$ cat src/rtl/enemy_pool_if.sv
// enemy_pool_if: frame, spawn, Mario, per-slot collision and draw signals of the enemy pool
interface enemy_pool_if #(parameter int N_SLOTS = 4);
  localparam int SW = N_SLOTS > 1 ? $clog2(N_SLOTS) : 1;
  logic frame_clk, kill_all, Shift;
  logic spawn_valid, spawn_ready;
  logic [9:0] spawn_x, spawn_y, Mario_X, Mario_Y, DrawX, DrawY;
  logic [3*N_SLOTS-1:0] poll_left, poll_right, poll_down;
  logic [N_SLOTS-1:0] alive;
  logic [10*N_SLOTS-1:0] enemy_x, enemy_y;
  logic stomp_pulse, kill_Mario, draw_is_enemy, draw_squish, draw_frame;
  logic [2:0] stomp_count;
  logic [SW-1:0] draw_slot;
  modport master (
    output frame_clk, kill_all, Shift, spawn_valid, spawn_x, spawn_y, Mario_X, Mario_Y,
           DrawX, DrawY, poll_left, poll_right, poll_down,
    input  spawn_ready, alive, enemy_x, enemy_y, stomp_pulse, stomp_count, kill_Mario,
           draw_is_enemy, draw_slot, draw_squish, draw_frame
  );
  modport slave (
    input  frame_clk, kill_all, Shift, spawn_valid, spawn_x, spawn_y, Mario_X, Mario_Y,
           DrawX, DrawY, poll_left, poll_right, poll_down,
    output spawn_ready, alive, enemy_x, enemy_y, stomp_pulse, stomp_count, kill_Mario,
           draw_is_enemy, draw_slot, draw_squish, draw_frame
  );
endinterface

$ cat src/rtl/enemy_pool.sv
// enemy_pool: slot-based walking-enemy manager (spawn, walk, fall, stomp, squish, draw hit test)
module enemy_pool #(
  parameter int N_SLOTS = 4, X_SIZE = 20, Y_SIZE = 20, X_MIN = 120, X_MAX = 519, Y_MAX = 439,
  parameter int WALK_STEP = 1, FALL_MAX = 4, SHIFT_PX = 40, STOMP_WIN = 8, SQUISH_FR = 30,
  parameter int ANIM_FR = 16
) (
  input logic Clk,
  input logic Reset,
  enemy_pool_if.slave bus
);
  localparam int SW = N_SLOTS > 1 ? $clog2(N_SLOTS) : 1;
  localparam int SPW = $clog2(FALL_MAX + 1);
  localparam int AW = ANIM_FR > 1 ? $clog2(ANIM_FR) : 1;
  localparam int TW = $clog2(SQUISH_FR + 1);
  typedef enum logic [1:0] {FREE, WALK, FALL, SQUISH} st_t;
  logic r_fclk_d, r_tick, r_pulse, r_kill, w_clr;
  logic [2:0] r_cnt, w_cnt;
  logic [N_SLOTS-1:0] w_free, w_take, w_stomp, w_side, w_hit, w_sq, w_fr;
  logic [9:0] w_mb, w_mt, w_shift;
  assign w_clr = Reset | bus.kill_all;
  assign w_mb = bus.Mario_Y + 10'd20;
  assign w_mt = bus.Mario_Y - 10'd20;
  assign w_shift = bus.Shift ? 10'(SHIFT_PX) : 10'd0;
  // isolate the lowest FREE slot; empty when the pool is full
  assign w_take = bus.spawn_valid ? w_free & (~w_free + N_SLOTS'(1)) : '0;
  assign bus.spawn_ready = |w_free;
  assign bus.stomp_pulse = r_pulse;
  assign bus.stomp_count = r_cnt;
  assign bus.kill_Mario = r_kill;
  assign bus.draw_is_enemy = |w_hit;
  always_comb begin
    w_cnt = '0;
    for (int i = 0; i < N_SLOTS; i++) w_cnt = w_cnt + 3'(w_stomp[i]);
  end
  always_comb begin
    bus.draw_slot = '0;
    bus.draw_squish = 1'b0;
    bus.draw_frame = 1'b0;
    for (int i = N_SLOTS - 1; i >= 0; i--) begin
      if (w_hit[i]) begin
        bus.draw_slot = SW'(i);
        bus.draw_squish = w_sq[i];
        bus.draw_frame = w_fr[i];
      end
    end
  end
  always_ff @(posedge Clk) begin
    r_fclk_d <= Reset ? 1'b0 : bus.frame_clk;
    r_tick <= w_clr ? 1'b0 : bus.frame_clk & ~r_fclk_d;
    r_pulse <= ~w_clr & r_tick & |w_stomp;
    r_cnt <= (~w_clr & r_tick) ? w_cnt : 3'd0;
    r_kill <= ~w_clr & (r_kill | (r_tick & |w_side));
  end
  for (genvar s = 0; s < N_SLOTS; s++) begin : g_slot
    st_t r_st;
    logic [9:0] r_x, r_y, w_dx, w_top, w_nx;
    logic r_dir, r_frame, w_alive, w_ovl, w_gone, w_gnd, w_ndir, w_wrap;
    logic [SPW-1:0] r_spd;
    logic [AW-1:0] r_anim;
    logic [TW-1:0] r_tmr;
    assign w_alive = r_st == WALK || r_st == FALL;
    assign w_dx = bus.Mario_X >= r_x ? bus.Mario_X - r_x : r_x - bus.Mario_X;
    assign w_top = r_y - 10'(Y_SIZE);
    assign w_ovl = w_alive && w_dx < 10'(X_SIZE + 20);
    assign w_stomp[s] = w_ovl && w_mb >= w_top && w_mb < w_top + 10'(STOMP_WIN);
    assign w_side[s] = w_ovl && !w_stomp[s] && w_mb >= w_top + 10'(STOMP_WIN) && w_mt < r_y + 10'(Y_SIZE);
    assign w_gone = r_x + 10'(X_SIZE) < 10'(X_MIN) || w_top > 10'(Y_MAX);
    assign w_gnd = |bus.poll_down[3*s +: 3];
    assign w_ndir = |bus.poll_left[3*s +: 3] ? 1'b1 :
                    (|bus.poll_right[3*s +: 3] || r_x + 10'(X_SIZE) >= 10'(X_MAX)) ? 1'b0 : r_dir;
    assign w_nx = (w_ndir ? r_x + 10'(WALK_STEP) : r_x - 10'(WALK_STEP)) - w_shift;
    assign w_wrap = r_anim == AW'(ANIM_FR - 1);
    assign w_free[s] = r_st == FREE;
    assign w_sq[s] = r_st == SQUISH;
    assign w_fr[s] = r_frame;
    assign w_hit[s] = !w_free[s] && bus.DrawX >= r_x - 10'(X_SIZE) && bus.DrawX < r_x + 10'(X_SIZE) &&
                      bus.DrawY >= w_top && bus.DrawY < r_y + 10'(Y_SIZE);
    assign bus.alive[s] = w_alive;
    assign bus.enemy_x[10*s +: 10] = r_x;
    assign bus.enemy_y[10*s +: 10] = r_y;
    always_ff @(posedge Clk) begin
      if (w_clr) begin
        r_st <= FREE;
        r_x <= '0;
        r_y <= '0;
        r_dir <= 1'b0;
        r_spd <= '0;
        r_anim <= '0;
        r_frame <= 1'b0;
        r_tmr <= '0;
      end else if (w_take[s]) begin
        r_st <= FALL;
        r_x <= bus.spawn_x;
        r_y <= bus.spawn_y - 10'(Y_SIZE);
        r_dir <= 1'b0;
        r_spd <= '0;
        r_anim <= '0;
        r_frame <= 1'b0;
      end else if (r_tick) begin
        if (r_st == SQUISH) begin
          r_x <= r_x - w_shift;
          r_tmr <= r_tmr - TW'(1);
          r_st <= r_tmr == TW'(1) ? FREE : SQUISH;
        end else if (w_stomp[s]) begin
          r_st <= SQUISH;
          r_tmr <= TW'(SQUISH_FR);
        end else if (w_alive && !w_side[s]) begin
          if (w_gone) r_st <= FREE;
          else begin
            r_dir <= w_ndir;
            r_x <= w_nx;
            r_st <= w_gnd ? WALK : FALL;
            r_y <= w_gnd ? r_y : r_y + 10'(r_spd);
            r_spd <= w_gnd ? '0 : r_spd >= SPW'(FALL_MAX) ? SPW'(FALL_MAX) : r_spd + SPW'(1);
            r_anim <= w_wrap ? '0 : r_anim + AW'(1);
            r_frame <= r_frame ^ w_wrap;
          end
        end
      end
    end
  end
endmodule
$ cat src/flat_wrapper.sv
// flat-port wrapper written by rule: the top's interface ports become plain ports
module enemy_pool_flat 
#(
  parameter int N_SLOTS = 4, X_SIZE = 20, Y_SIZE = 20, X_MIN = 120, X_MAX = 519, Y_MAX = 439,
  parameter int WALK_STEP = 1, FALL_MAX = 4, SHIFT_PX = 40, STOMP_WIN = 8, SQUISH_FR = 30,
  parameter int ANIM_FR = 16
)
  (Clk, Reset, bus_frame_clk, bus_kill_all, bus_Shift, bus_spawn_valid, bus_spawn_x, bus_spawn_y, bus_Mario_X, bus_Mario_Y, bus_DrawX, bus_DrawY, bus_poll_left, bus_poll_right, bus_poll_down, bus_spawn_ready, bus_alive, bus_enemy_x, bus_enemy_y, bus_stomp_pulse, bus_stomp_count, bus_kill_Mario, bus_draw_is_enemy, bus_draw_slot, bus_draw_squish, bus_draw_frame);
  enemy_pool_if #(.N_SLOTS(N_SLOTS)) bus_i ();
  input logic Clk;
  input logic Reset;
  input wire logic [$bits(bus_i.frame_clk)-1:0] bus_frame_clk;
  input wire logic [$bits(bus_i.kill_all)-1:0] bus_kill_all;
  input wire logic [$bits(bus_i.Shift)-1:0] bus_Shift;
  input wire logic [$bits(bus_i.spawn_valid)-1:0] bus_spawn_valid;
  input wire logic [$bits(bus_i.spawn_x)-1:0] bus_spawn_x;
  input wire logic [$bits(bus_i.spawn_y)-1:0] bus_spawn_y;
  input wire logic [$bits(bus_i.Mario_X)-1:0] bus_Mario_X;
  input wire logic [$bits(bus_i.Mario_Y)-1:0] bus_Mario_Y;
  input wire logic [$bits(bus_i.DrawX)-1:0] bus_DrawX;
  input wire logic [$bits(bus_i.DrawY)-1:0] bus_DrawY;
  input wire logic [$bits(bus_i.poll_left)-1:0] bus_poll_left;
  input wire logic [$bits(bus_i.poll_right)-1:0] bus_poll_right;
  input wire logic [$bits(bus_i.poll_down)-1:0] bus_poll_down;
  output wire logic [$bits(bus_i.spawn_ready)-1:0] bus_spawn_ready;
  output wire logic [$bits(bus_i.alive)-1:0] bus_alive;
  output wire logic [$bits(bus_i.enemy_x)-1:0] bus_enemy_x;
  output wire logic [$bits(bus_i.enemy_y)-1:0] bus_enemy_y;
  output wire logic [$bits(bus_i.stomp_pulse)-1:0] bus_stomp_pulse;
  output wire logic [$bits(bus_i.stomp_count)-1:0] bus_stomp_count;
  output wire logic [$bits(bus_i.kill_Mario)-1:0] bus_kill_Mario;
  output wire logic [$bits(bus_i.draw_is_enemy)-1:0] bus_draw_is_enemy;
  output wire logic [$bits(bus_i.draw_slot)-1:0] bus_draw_slot;
  output wire logic [$bits(bus_i.draw_squish)-1:0] bus_draw_squish;
  output wire logic [$bits(bus_i.draw_frame)-1:0] bus_draw_frame;
  assign bus_i.frame_clk = bus_frame_clk;
  assign bus_i.kill_all = bus_kill_all;
  assign bus_i.Shift = bus_Shift;
  assign bus_i.spawn_valid = bus_spawn_valid;
  assign bus_i.spawn_x = bus_spawn_x;
  assign bus_i.spawn_y = bus_spawn_y;
  assign bus_i.Mario_X = bus_Mario_X;
  assign bus_i.Mario_Y = bus_Mario_Y;
  assign bus_i.DrawX = bus_DrawX;
  assign bus_i.DrawY = bus_DrawY;
  assign bus_i.poll_left = bus_poll_left;
  assign bus_i.poll_right = bus_poll_right;
  assign bus_i.poll_down = bus_poll_down;
  assign bus_spawn_ready = bus_i.spawn_ready;
  assign bus_alive = bus_i.alive;
  assign bus_enemy_x = bus_i.enemy_x;
  assign bus_enemy_y = bus_i.enemy_y;
  assign bus_stomp_pulse = bus_i.stomp_pulse;
  assign bus_stomp_count = bus_i.stomp_count;
  assign bus_kill_Mario = bus_i.kill_Mario;
  assign bus_draw_is_enemy = bus_i.draw_is_enemy;
  assign bus_draw_slot = bus_i.draw_slot;
  assign bus_draw_squish = bus_i.draw_squish;
  assign bus_draw_frame = bus_i.draw_frame;
  enemy_pool #(.N_SLOTS(N_SLOTS), .X_SIZE(X_SIZE), .Y_SIZE(Y_SIZE), .X_MIN(X_MIN), .X_MAX(X_MAX), .Y_MAX(Y_MAX), .WALK_STEP(WALK_STEP), .FALL_MAX(FALL_MAX), .SHIFT_PX(SHIFT_PX), .STOMP_WIN(STOMP_WIN), .SQUISH_FR(SQUISH_FR), .ANIM_FR(ANIM_FR)) u_core (.Clk(Clk), .Reset(Reset), .bus(bus_i));
endmodule
$ cat config.mk
export PLATFORM = sky130hd
export DESIGN_NAME = enemy_pool_flat
export DESIGN_NICKNAME = d
export VERILOG_FILES = /design/src/rtl/enemy_pool_if.sv /design/src/rtl/enemy_pool.sv /design/src/flat_wrapper.sv
export SDC_FILE = /design/constraint.sdc
export NUM_CORES = 1
export LEC_CHECK = 0
export CAP_MARGIN = 10
export CELL_PAD_IN_SITES_DETAIL_PLACEMENT = 1
export CELL_PAD_IN_SITES_GLOBAL_PLACEMENT = 1
export CORE_ASPECT_RATIO = 0.8
export CORE_UTILIZATION = 40
export CTS_CLUSTER_SIZE = 16
export DETAILED_ROUTE_END_ITERATION = 6
export PLACE_DENSITY = 0.85
export SLEW_MARGIN = 25
export SYNTH_ARGS = -nofsm -noshare
export SYNTH_HDL_FRONTEND = slang
export SYNTH_SLANG_ARGS = --single-unit
$ cat constraint.sdc
create_clock -name Clk -period 11.1 [get_ports Clk]
set_input_delay 2.22 -clock Clk [delete_from_list [all_inputs] [get_ports Clk]]
set_output_delay 2.22 -clock Clk [all_outputs]
set_load 0.05 [all_outputs]
==> results of run 1 <==
[metrics by stage]
stage               std cells  hold slack (ps)  utilization [%]
CTS                      3584              396             46.6
finish                   3589              393             46.7
global placement         3552              377             45.5
floorplan                2761              372                -
global route             3587              418             46.6
detailed placement       3552              386             45.5
[path summary, 6_finish.rpt]
check / to / startpoint / depth (start not counted) / slack (ps)
setup / recovery: bus_draw_squish / bus_DrawX[1] / 13 / 2020
hold / removal: u_core.r_tick / u_core.r_fclk_d / 1 / 390
setup reg to reg: u_core.g_slot[3].r_x[2] / u_core.g_slot[3].r_y[2] / 18 / 5370
hold reg to reg: u_core.r_tick / u_core.r_fclk_d / 1 / 390
[logic make-up (layout without fill, tap and decap cells)]
family,after synthesis,after routing,synth area share (%)
other,0,5,0
adders and majority gates,431,431,25.3
buffers and inverters,295,425,5.48
AOI/OAI and AO/OA,841,841,25.6
xor gates and xnor gates,215,215,8.92
and+or+nand+nor,794,794,19.1
muxes,34,34,1.59
DFF,151,151,14.0
[power groups by stage]
| stage | sequential (W) | clock (W) | combinational (W) |
|---|---|---|---|
| after floorplan | 0.000580 | 0 | 0.000351 |
| after global routing | 0.000563 | 0.000632 | 0.000642 |
| final | 0.000562 | 0.000606 | 0.000595 |
| after detailed placement | 0.000574 | 0 | 0.000575 |
| after CTS | 0.000562 | 0.000608 | 0.000580 |
| after global placement | 0.000574 | 0 | 0.000545 |
[cell type report]
class	instances	area, um2	share of cell area (%)
Inverter	179	672	2.73
Tap cell	693	867	3.52
Clock inverter	13	145	0.589
Sequential cell	151	3020	12.3
Multi-Input combinational cell	2315	17400	70.6
Antenna cell	5	12.5	0.0508
Timing Repair Buffer	214	2100	8.51
Clock buffer	19	433	1.76
[placed cells by master (no fill, tap or decap), types with 72 or more instances in the layout]
master and n:
a21oi_1 217, inv_1 176, o21ai_0 192, clkdlybuf4s50_1 196, nor3_1 84, nor2_1 177
xnor2_1 131, ha_1 418, dfxtp_1 151, xor2_1 80, nand2_1 161, a211oi_1 72
[sequential cells by signal (all words and copies together) (netlist names), 4 cells and up]
register,count
u_core.g_slot.r_st,8
u_core.g_slot.r_y,40
u_core.g_slot.r_anim,16
u_core.g_slot.r_dir,4
u_core.g_slot.r_tmr,20
u_core.g_slot.r_frame,4
u_core.g_slot.r_spd,12
u_core.g_slot.r_x,40
[metal layers]
metal / global-route usage, % / up-vias / wire length, um
met5: 0 / - / 0
met4: 11.5 / 0 / 3150
met3: 4.73 / 202 / 6430
met2: 50.4 / 907 / 39600
met1: 43.8 / 11200 / 40400
li1: - / 10400 / -
==> impl_summary.txt, run 1 <==
----------------------------------------------------
[Outcome]
  Run status ... completed

[Floorplanning]
  I/O pin total ... 197
  Die Ht ... 210 um
  Die Footprint ... 0.0549 mm2
  Effective utilization at floorplan ... 40.8%
  Num rows ... 75
  Placeable core area ... 0.0528 mm2
  Die span in x ... 262 um

[Clocking]
  Number of buffers added by the clock tree synthesis step ... 17
  Count of cells resized by post-cts repair ... 0
  Number of clock sinks ... 151
  CTS clk-pin slew, worst paths ... 70 ps
  Number of setup buffers added after CTS ... 0
  Deepest clock path buffer count ... 2
  Hold buffers post-CTS ... 0
  Clock latency on the worst-skew pair ... 460 ps
  Depth of the CTS H-tree ... 4
  Clock tree from TritonCTS ... done
  CTS root buf ... clkbuf_16

[STA]
  Period utilization ... 81.8%
  Pins over their slew limit ... 0
  Maximum clock frequency ... 0.110 GHz
  Setup repair after global routing missed its margin ... false
  Final critical-path setup slack ... 2020 ps
  Relative slew slack ... 21.3%
  Setup-violating endpoint count in the final report ... 0
  Total negative setup slack ... 0 ps
  Clk_skew ... 17.7 ps
  Time the worst path needs with I/O delays and setup ... 9080 ps
  Number of endpoints with negative hold slack in the final report ... 0
  Worst Tran Pin Value ... 1170 ps

[Setup path]
  Worst setup SP type ... primary input
  Cell-by-cell trace of the critical path ... clkdlybuf4s50_1, ha_1, nor2b_1, o21a_1, o21a_1, o21ai_0, a21oi_1, a211oi_1, o21ai_0, a211oi_1, nor2b_1, a221oi_1, clkdlybuf4s50_1
  Crit path max fanout ... 6
  Classification of the worst setup path ... in -> out
  Bufs and invs on worst path ... 2
  Cell at the slowest stage of the critical path ... clkdlybuf4s50_1
  CP Capture Type ... output pin
  Peak per-stage delay on the critical path ... 910 ps
  Arrival time reported for the critical path endpoint ... 6860 ps
  Required time at the endpoint of the critical path ... 8880 ps
  Family of cells with the greatest summed delay on the critical path ... compound AO/OA/AOI/OAI gates

[Global routing]
  Overall Global Routing Usage ... 32.0%
  Wire length of the first global-routing pass ... 136 mm
  GRT overflow ... 0
  Largest net degree at the start of global routing ... 57
  Antenna violations before repair ... 6
  Via count of the first global-routing pass ... 23400

[Placed design]
  Half-perimeter wire length after detailed placement ... 71.6 mm
  Dpl ws ... 2130 ps
  Final weighted congestion of routability-driven global placement ... 0.964
  Instance area after placement ... 0.0241 mm2
  Quantity of I/O buffers inserted on ports ... 196

[Cells and area]
  Number of fillers in the final layout ... 6399
  Area growth from synthesis to layout ... 14.3%
  Post-route standard cell area excluding fillers ... 0.0246 mm2
  Layout cell share with drive strength beyond 1 ... 3.87%
  Nets ... 3407

[Power and ir drop]
  P per Cell Area ... 71.6 mW/mm2
  Post-route total power ... 0.00176 W
  Internal Dissipation ... 0.00111 W
  Logic gate share of total power ... 33.7%
  Net switching power ... 0.000656 W
  Fraction of power spent switching nets ... 37.2%
  Sequential power share ... 31.9%
  Reported leakage power ... 10.1 nW
  Clock share of power ... 34.4%
  Largest vdd supply drop ... 0.0000833 V

[Yosys]
  Seq cells post-synth ... 151
  Biggest area contributors in the synthesized netlist ... ha_1, dfxtp_1, xnor2_1
  Total nets after synthesis ... 3290
  Cell variety after synth ... 104
  Summed instance area of the synthesized netlist ... 0.0216 mm2
  Most common cell in the netlist ... ha_1
  Fraction of synthesized cell area taken by the top area cell type ... 24.3%
  Most common library cells after synthesis ... ha_1, a21oi_1, o21ai_0
  Synthesized netlist cell count ... 2761
  Async set-reset flop share out of synthesis ... 0%
  Number of synthesis warnings ... 0
  Sequential-to-total area share from yosys stat ... 14.0%
  Number of synthesized flops with an enable pin ... 0
  Post-synthesis cell type with the largest combined area ... ha_1
  Mean instance size in the synthesized netlist ... 7.81 um2
  Primary flip-flop cell chosen by synthesis mapping ... dfxtp_1

[Routing]
  Total wire length ... 89.5 mm
  Count of unresolved DRC violations after routing ... 0
  Routed len/inst ... 24.9 um
  Drt first-iter violations ... 1707
  DR pass1 iterations ... 5
  Number of nets with antenna violations after detailed routing ... 0
  Routed via count ... 22800
  Vias per std cell ... 6.34

[Hold path]
  Min-Delay Path Class ... reg -> reg

[Job]
  Max-capacitance violation count ... 0

----------------------------------------------------
Note: power is estimated with default switching activity, not from simulation.
==> run 2, diff against run 1 <==
--- a/config.mk
+++ b/config.mk
@@ -12,7 +12,7 @@
 export CORE_UTILIZATION = 40
 export CTS_CLUSTER_SIZE = 16
 export DETAILED_ROUTE_END_ITERATION = 6
-export PLACE_DENSITY = 0.85
+export PLACE_DENSITY = 0.88
 export SLEW_MARGIN = 25
 export SYNTH_ARGS = -nofsm -noshare
 export SYNTH_HDL_FRONTEND = slang
==> constraint.sdc (replaced) <==
create_clock -name Clk -period 7.5 [get_ports Clk]
set_input_delay 1.5 -clock Clk [delete_from_list [all_inputs] [get_ports Clk]]
set_output_delay 1.5 -clock Clk [all_outputs]
set_load 0.05 [all_outputs]
==> impl_summary.txt, run 2 (synthesized netlist as in run 1, its figures left out) <==
----------------------------------------------------
[Setup path]
  Family of cells with the greatest summed delay on the critical path ... buffers and inverters
  Cell at the slowest stage of the critical path ... clkdlybuf4s50_1
  Arrival time reported for the critical path endpoint ... 5470 ps (-1390 ps)
  Required time at the endpoint of the critical path ... 6000 ps (-2880 ps)
  Cell-by-cell trace of the critical path ... clkdlybuf4s50_1, ha_1, a21o_1, a21oi_1, o21ai_0, maj3_1, a221oi_1, nor3_1, or4_1, a21boi_0, clkdlybuf4s50_1
  Crit path max fanout ... 5 (-1)
  Peak per-stage delay on the critical path ... 830 ps (-80 ps)
  Worst reg2reg path endpoint ... u_core.g_slot[3].r_spd[2]
  CP Capture Type ... output pin
  Classification of the worst setup path ... in -> out
  Bufs and invs on worst path ... 2 (unchanged)
  CP most frequent cell ... clkdlybuf4s50_1
  Cells on worst reg2reg path ... 19 (+1)
  Worst setup SP type ... primary input
  R2r startpoint ... u_core.g_slot[3].r_y[2]
  Worst R2R Setup Slack ... 1940 ps (-3430 ps)

[Global routing]
  Overall Global Routing Usage ... 31.7% (-0.22 points)
  GRT overflow ... 0 (unchanged)
  Wire length of the first global-routing pass ... 135 mm (-0.73%)
  Via count of the first global-routing pass ... 23400 (+0.12%)
  Largest net degree at the start of global routing ... 57 (unchanged)
  Antenna violations before repair ... 3 (-3)

[STA]
  Setup repair after global routing missed its margin ... false
  Maximum clock frequency ... 0.143 GHz
  Number of endpoints with negative hold slack in the final report ... 0 (unchanged)
  Clk_skew ... 13.8 ps (-3.81 ps)
  Time the worst path needs with I/O delays and setup ... 6970 ps
  Setup-violating endpoint count in the final report ... 0 (unchanged)
  Period utilization ... 92.9%
  Pins over their slew limit ... 0 (unchanged)
  Worst Tran Pin Value ... 1200 ps (+28.1 ps)
  Relative slew slack ... 19.4% (-1.9 points)
  Total negative setup slack ... 0 ps (unchanged)

[Routing]
  Total wire length ... 88.9 mm (-0.74%)
  Met2 layer wire length in the routed design ... 39.9 mm (+0.74%)
  DR pass1 iterations ... 7 (+2)
  Drt first-iter violations ... 1867 (+9.4%)
  Vias per std cell ... 6.35 (about the same)
  Routed len/inst ... 24.7 um (-0.85%)
  Routed met3 length ... 7.53 mm (+17%)
  Routed via count ... 22800 (+0.19%)
  Number of nets with antenna violations after detailed routing ... 0 (unchanged)
  Post-Route M1 WL ... 38.7 mm (-4.0%)
  Count of unresolved DRC violations after routing ... 0 (unchanged)
  Top sig layer ... met5

[Cells and area]
  Area growth from synthesis to layout ... 14.9%
  Largest registers ... u_core.g_slot.r_x x40, u_core.g_slot.r_y x40, u_core.g_slot.r_tmr x20
  Final cell utilization of the core ... 46.9% (+0.25 points)
  Most frequent standard cell in the layout excluding fill and tap cells ... ha_1
  Nets ... 3416 (+0.26%)
  Layout cell share with drive strength beyond 1 ... 4.21% (+0.33 points)
  Most frequent cells in the layout ... ha_1, a21oi_1, clkdlybuf4s50_1, o21ai_0, nor2_1

[Floorplanning]
  Die span in x ... 262 um (unchanged)
  Effective utilization at floorplan ... 40.8% (unchanged)
  Die Ht ... 210 um (unchanged)
  Placeable core area ... 0.0528 mm2 (unchanged)
  Die Footprint ... 0.0549 mm2 (unchanged)
  I/O pin total ... 197 (unchanged)
  Num rows ... 75 (unchanged)

[Placed design]
  Half-perimeter wire length after detailed placement ... 71.3 mm (-0.53%)
  Final weighted congestion of routability-driven global placement ... 0.980 (+1.8%)
  Quantity of I/O buffers inserted on ports ... 196 (unchanged)

[Power and ir drop]
  Largest vdd supply drop ... 0.000151 V (+81%)
  P per Cell Area ... 111 mW/mm2 (+55%)
  Reported leakage power ... 10.2 nW (+0.86%)

[Hold path]
  Endpoint with the worst hold slack ... u_core.r_tick
  Number of cells on the worst hold path ... 1 (unchanged)
  Hold Startpoint ... u_core.r_fclk_d
  Min-Delay Path Class ... reg -> reg

[Job]
  Max-capacitance violation count ... 0 (unchanged)

[Clocking]
  Number of buffers added by the clock tree synthesis step ... 17 (unchanged)
  CTS root buf ... clkbuf_16
  Number of clock sinks ... 151 (unchanged)
  Clock tree from TritonCTS ... done
  Hold buffers post-CTS ... 0 (unchanged)
  Number of setup buffers added after CTS ... 0 (unchanged)
  Count of cells resized by post-cts repair ... 0 (unchanged)
  CTS clk-pin slew, worst paths ... 70 ps (about the same)
  Deepest clock path buffer count ... 2 (unchanged)
  Clock latency on the worst-skew pair ... 450 ps (about the same)
  Depth of the CTS H-tree ... 4 (unchanged)

[Outcome]
  Run status ... completed

----------------------------------------------------
-- run 2: cell types whose count changed in the layout (fill, tap and decap cells not counted), moves of 2 or more --
cell / before / now
buf_4: 18 / 29
bufinv_16: 2 / 6
diode_2: 5 / 1
inv_6: 4 / 0
clkdlybuf4s50_1: 196 / 194
-- run 2: through the flow --
step	area, um2	hold WS, ps	cells	setup WS, ps	total power, W
3_5_place_dp	24100	395	3561	585	0.00171
2_1_floorplan	21600	372	2761	1150	0.00138
4_1_cts	24800	407	3592	557	0.00271
5_1_grt	24800	420	3593	284	0.00284
6_report	24800	401	3593	529	0.00274
3_3_place_gp	24100	380	3561	582	0.00166
-- run 2: worst max-delay path by stage --
stage	from	endpoint	slack [ps]	cells past startpoint
2_1_floorplan	bus_DrawX[1]	bus_draw_squish	1150	11
3_3_place_gp	bus_DrawX[1]	bus_draw_slot[1]	580	11
3_5_place_dp	bus_DrawX[1]	bus_draw_slot[1]	580	11
4_1_cts	bus_DrawX[1]	bus_draw_slot[1]	560	11
5_1_grt	bus_DrawX[1]	bus_draw_slot[1]	280	11
6_report	bus_DrawX[1]	bus_draw_slot[1]	530	11
-- run 2: layout make-up --
type / count / area, um2
sequential: 151 / 3020
fill: 6423 / 28100
antenna: 1 / 2.50
clock inverter: 12 / 225
inverter: 179 / 672
clock buffer: 19 / 443
tap: 693 / 867
timing repair buffer: 223 / 2160
multi-input combinational: 2315 / 17400
-- run 2: layer usage --
metal	global-route usage [%]	vias to the layer above
met3	5.71	163
met4	10.5	2
met1	42.7	11300
li1	-	10400
met2	50.8	923
met5	0	-
-- run 2: report_power, final --
group,internal [W],leakage [nW],switching [W],total (W)
clock network,0.000632,0.315,0.000388,0.00102
logic,0.000339,8.66,0.000548,0.000887
registers,0.000809,1.22,0.0000235,0.000832
